===== src/rtl/muldiv_unit.sv =====
// Iterative multiply/divide unit with architectural HI/LO registers (shift-add / restoring divide).
// Optional signed MULT/DIV support is built when MULDIV_SIGNED_EN is defined.
module muldiv_unit #(
  parameter int WIDTH = 32
) (
  input  logic             clk,
  input  logic             rst_n,
  input  logic             we_muldiv,
  input  logic [1:0]       muldiv_ctrl,
  input  logic [WIDTH-1:0] a,
  input  logic [WIDTH-1:0] b,
  input  logic             hilo_stream,
  output logic [WIDTH-1:0] hilo_out,
  output logic             busy,
  output logic             done
);

  localparam int CW = $clog2(WIDTH + 1);

  typedef enum logic [1:0] {
    IDLE   = 2'd0,
    RUN    = 2'd1,
    FINISH = 2'd2
  } state_t;

  state_t state, state_d;

  logic [CW-1:0]      count;
  logic [2*WIDTH-1:0] work;
  logic [WIDTH-1:0]   opnd;
  logic               is_div;
  logic [WIDTH-1:0]   hi, lo;

  logic [WIDTH-1:0]   abs_a, abs_b;
  logic [WIDTH:0]     mul_sum;
  logic [2*WIDTH-1:0] mul_next;
  logic [WIDTH:0]     div_shift, div_diff;
  logic [2*WIDTH-1:0] div_next;
  logic [2*WIDTH-1:0] step_next;
  logic [WIDTH-1:0]   res_hi, res_lo;
  logic               last_step;

`ifdef MULDIV_SIGNED_EN
  logic neg_a, neg_b;

  always_comb begin
    abs_a = (muldiv_ctrl[0] && a[WIDTH-1]) ? -a : a;
    abs_b = (muldiv_ctrl[0] && b[WIDTH-1]) ? -b : b;
  end

  always_ff @(posedge clk or negedge rst_n) begin
    if (!rst_n) begin
      neg_a <= 1'b0;
      neg_b <= 1'b0;
    end else if (state == IDLE && we_muldiv) begin
      neg_a <= muldiv_ctrl[0] & a[WIDTH-1];
      neg_b <= muldiv_ctrl[0] & b[WIDTH-1];
    end
  end
`else
  logic unused_ctrl;
  assign unused_ctrl = muldiv_ctrl[0];

  always_comb begin
    abs_a = a;
    abs_b = b;
  end
`endif

  // Multiply: upper half accumulates, lower half shifts out the multiplier.
  // Divide: upper half is the partial remainder, lower half shifts dividend in / quotient out.
  always_comb begin
    mul_sum   = {1'b0, work[2*WIDTH-1:WIDTH]} + (work[0] ? {1'b0, opnd} : '0);
    mul_next  = {mul_sum, work[WIDTH-1:1]};
    div_shift = {work[2*WIDTH-1:WIDTH], work[WIDTH-1]};
    div_diff  = div_shift - {1'b0, opnd};
    if (div_diff[WIDTH])
      div_next = {div_shift[WIDTH-1:0], work[WIDTH-2:0], 1'b0};
    else
      div_next = {div_diff[WIDTH-1:0], work[WIDTH-2:0], 1'b1};
    step_next = is_div ? div_next : mul_next;
  end

  always_comb begin
    res_hi = step_next[2*WIDTH-1:WIDTH];
    res_lo = step_next[WIDTH-1:0];
`ifdef MULDIV_SIGNED_EN
    if (is_div) begin
      // A zero divisor keeps the all-ones quotient regardless of the dividend sign.
      if (neg_a ^ neg_b && opnd != '0)
        res_lo = -step_next[WIDTH-1:0];
      if (neg_a)
        res_hi = -step_next[2*WIDTH-1:WIDTH];
    end else if (neg_a ^ neg_b) begin
      {res_hi, res_lo} = -step_next;
    end
`endif
  end

  assign last_step = (state == RUN) && (count == CW'(1));

  always_ff @(posedge clk or negedge rst_n) begin
    if (!rst_n)
      state <= IDLE;
    else
      state <= state_d;
  end

  always_comb begin
    state_d = state;
    case (state)
      IDLE:    if (we_muldiv) state_d = RUN;
      RUN:     if (count == CW'(1)) state_d = FINISH;
      FINISH:  state_d = IDLE;
      default: state_d = IDLE;
    endcase
  end

  always_ff @(posedge clk or negedge rst_n) begin
    if (!rst_n) begin
      count  <= '0;
      work   <= '0;
      opnd   <= '0;
      is_div <= 1'b0;
      hi     <= '0;
      lo     <= '0;
    end else begin
      if (state == IDLE && we_muldiv) begin
        count  <= CW'(WIDTH);
        is_div <= muldiv_ctrl[1];
        work   <= {{WIDTH{1'b0}}, (muldiv_ctrl[1] ? abs_a : abs_b)};
        opnd   <= muldiv_ctrl[1] ? abs_b : abs_a;
      end else if (state == RUN) begin
        count <= count - CW'(1);
        work  <= step_next;
      end
      if (last_step) begin
        hi <= res_hi;
        lo <= res_lo;
      end
    end
  end

  assign hilo_out = hilo_stream ? hi : lo;
  assign busy     = (state == RUN);
  assign done     = (state == FINISH);

endmodule

===== config.mk =====
export PLATFORM = sky130hd
export DESIGN_NAME = muldiv_unit
export DESIGN_NICKNAME = d
export VERILOG_FILES = /design/src/rtl/muldiv_unit.sv
export SDC_FILE = /design/constraint.sdc
export NUM_CORES = 1
export LEC_CHECK = 0
export CAP_MARGIN = 20
export CORE_ASPECT_RATIO = 2
export CORE_MARGIN = 5
export CORE_UTILIZATION = 45
export DETAILED_ROUTE_END_ITERATION = 8
export GPL_ROUTABILITY_DRIVEN = 1
export PLACE_DENSITY = 0.71
export SETUP_SLACK_MARGIN = 0.02
export SYNTH_ARGS = -nofsm -noshare
export SYNTH_HDL_FRONTEND = slang
export SYNTH_SLANG_ARGS = --single-unit

===== constraint.sdc =====
create_clock -name clk -period 4.5 [get_ports clk]
set_input_delay 0.9 -clock clk [delete_from_list [all_inputs] [get_ports clk]]
set_output_delay 0.9 -clock clk [all_outputs]
set_load 0.01 [all_outputs]

==> flow_summary.ini, run 1 <==
[synthesis]
muxShareOfSynthArea_pct = 15.5
synth_area_um2 = 11900
synth_fa_ha_area_share_pct = 7.28
ys_top_cells_by_count = dfrtp_1 (169), nand2_1 (159), o21ai_0 (134), mux2i_1 (124), a21oi_1 (76)
synth.most_common_cell = dfrtp_1
synth-compound-area-share_pct = 19.8
synth_top_family_by_area = compound AO/OA/AOI/OAI gates
ys_async_sr_fraction_pct = 100
synth.top_cells.by_area = dfrtp_1 (36%), mux2i_1 (10%), ha_1 (6.9%)
synth_xor_area_share_pct = 3.83
synth.top_cell.area_share_pct = 35.6
ys_types = 62
syn_inst = 1328
yosys.area.top_type = dfrtp_1
syn_avg_cell_area_um2 = 8.96
ys_warn_count = 0
synth_nets = 1466
synth_flop_cell = dfrtp_1
yosys.area_share.simple_pct = 14.0
ys_ff_latch = 169
synth_seq_area_share_pct = 35.6
synth-edff-count = 0

[sta]
period_needed_ns = 4.13
setup_violations = 0
worst_slew_pin_slew_ns = 1.07
rsz0062_at_grt = false
layout_setup_ws_ns = 0.369
max_freq_mhz = 242
maxSlewHeadroom_pct = 28.6
slew_violations = 0
fin_hold_ws_ns = 0.475
finalSetupTns_ns = 0
finalCritPeriodShare_pct = 91.8
finalHoldViolCount = 0
skew_ns = 0.00743

[pwr]
pwr-share-seq_pct = 46.0
clock_power_share_pct = 48.8
combPwrFrac_pct = 5.1
power_switching_uw = 756
power_density_nw_per_um2 = 239
power.internal_mw = 2.54
p_leak_nw = 6.49
ir_drop_mv = 0.261
sw_frac_of_total_pct = 22.9

[grt]
antenna_found_initial = 0
grt_pass1_vias = 10634
grt_pass1_wl_um = 55200
grt-ovfl-total = 0
grt_start_max_net_pins = 87
track_usage_pct = 23.0

[clock_network]
cts_tree = built
cts_setup_buffers = 0
h-tree-depth = 4
cts_resized = 0
cts-root-buf = clkbuf_16
numCtsBuffers = 17
clk_latency_ns = 0.45
numClockSinks = 169
cts_buffer_depth = 2
clkSlewWorstSetupHoldPaths_ns = 0.07
holdBufCountCts = 0

[die]
fp.dieW_um = 125
coreArea_um2 = 26200
top_level_ports = 104
die_area_um2 = 30000
die_h_um = 240
initial_utilization_pct = 45.5
placementRows = 84

[drt]
first_iter_violations = 709
wl_per_cell_um = 19.5
drc = 0
antenna_left = 0
via_per_inst = 5.87
routed_wl_um = 34000
dr.pass1.iters = 5
via_count = 10228

[worst_setup_path]
required_ns = 4.85
worstPathMaxFanout = 22
crit_path_start_kind = flip-flop
endpoint_kind = flip-flop
crit_arrival_ns = 4.48
worst-setup-path-type = reg2reg

[placement]
numPortBuffers = 102
gp_congestion = 0.919
hpwl_um = 24400
place_ws_ns = 0.464

[finish]
diodes = 0
final_nets = 1524
drive_gt1_share_pct = 7.93
syn2layout_area_growth_pct = 16.1
nFillCells = 2396

[min_path]
hold_path_class = in2async

[run_status]
status = finished, final reports clean

[run]
cap_viol_max_count = 0
## logic make-up (layout without fill, tap and decap cells)
| logic type | after synthesis | after routing |
|---|---|---|
| xor gates and xnor gates | 52 | 52 |
| and+or+nand+nor | 365 | 365 |
| adders and majority gates | 68 | 68 |
| DFF | 169 | 169 |
| buffers and inverters | 126 | 197 |
| muxes | 177 | 177 |
| AOI/OAI and AO/OA | 371 | 371 |
## sequential cells by signal, summed over array words and instances, names as in the netlist
| name | cells |
|---|---|
| work | 64 |
| hi | 32 |
| lo | 32 |
| opnd | 32 |
| count | 6 |
| state | 2 |
| is_div | 1 |
## area by class of cell
| class | instances | area [um2] | share of cell area (%) |
|---|---|---|---|
| clock buffers | 17 | 425 | 3.08 |
| clock inverters | 15 | 211 | 1.53 |
| inverters | 48 | 180 | 1.30 |
| multi-input cells | 1033 | 7190 | 52.1 |
| flip-flops and latches | 169 | 4230 | 30.6 |
| well taps | 344 | 430 | 3.12 |
| repair buffers | 117 | 1140 | 8.25 |
## critical path: stages (launching register included)
cell      delay (ns)
dfrtp_1         0.83
and2_1          0.27
ha_1            0.26
a211oi_1        0.29
o211ai_1        0.20
a32oi_1         0.30
o21ai_0         0.30
a21oi_1         0.38
o21ai_0         0.26
a221oi_1        0.46
xnor2_1         0.19
nand2b_1        0.11
o221ai_1        0.18
## power groups by stage
stage | clock, mW | combinational (mW) | sequential (mW)
6_report | 1.61 | 0.170 | 1.52
3_3_place_gp | 0 | 0.170 | 1.55
4_1_cts | 1.64 | 0.173 | 1.52
2_1_floorplan | 0 | 0.0560 | 1.55
3_5_place_dp | 0 | 0.173 | 1.55
5_1_grt | 1.70 | 0.186 | 1.52
## layer usage
layer	wire (um)	track usage, %	part of all wire, %	vias to the layer above
li1	-	-	-	4909
met1	13200	25.8	39	4946
met2	18300	42.7	54	288
met3	1240	3.56	3.7	85
met4	1230	10.5	3.6	0
met5	0	0	0	-
## through the flow
stage / instance area (um2) / utilization (%) / std cells / power [mW]
3_5_place_dp: 13200 / 50.4 / 1711 / 1.72
3_3_place_gp: 13200 / 50.4 / 1711 / 1.72
5_1_grt: 13800 / 52.8 / 1743 / 3.40
2_1_floorplan: 11900 / - / 1328 / 1.60
4_1_cts: 13800 / 52.8 / 1743 / 3.33
6_report: 13800 / 52.8 / 1743 / 3.30
## final timing paths
check | start | end | slack, ns | cells after the start
min in group clk | lo[13] | lo[13] | 0.48 | 2
max in group asynchronous | rst_n | hi[17] | 3.09 | 2
min | rst_n | count[2] | 0.47 | 1
min reg2reg | lo[13] | lo[13] | 0.48 | 2
max | work[0] | hi[30] | 0.37 | 12
max reg2reg | work[0] | hi[30] | 0.37 | 12
## placed cells by master (no fill, tap or decap), types with 12 or more instances in the layout
cell type        instances
dfrtp_1                168
and2_1                  36
buf_4                   15
clkdlybuf4s50_1         99
mux2_2                  51
a31oi_1                 12
nand3_1                 32
a21o_1                  35
nor2_1                  74
o221ai_1                20
o21ai_0                134
xnor2_1                 26
inv_1                   46
clkbuf_16               17
and3_1                  15
nand2_1                157
o2bb2ai_1               13
a21oi_1                 76
mux2i_1                124
xor2_1                  26
ha_1                    66
Power figures use the tool's default switching activity.
==> run 2: changes to the inputs <==
CTS_CLUSTER_DIAMETER = 200   (was unset)
SKIP_LAST_GASP = 1   (was unset)
==> results of run 2 <==
The final DEF is identical to that of run 1; final timing and power are the same.
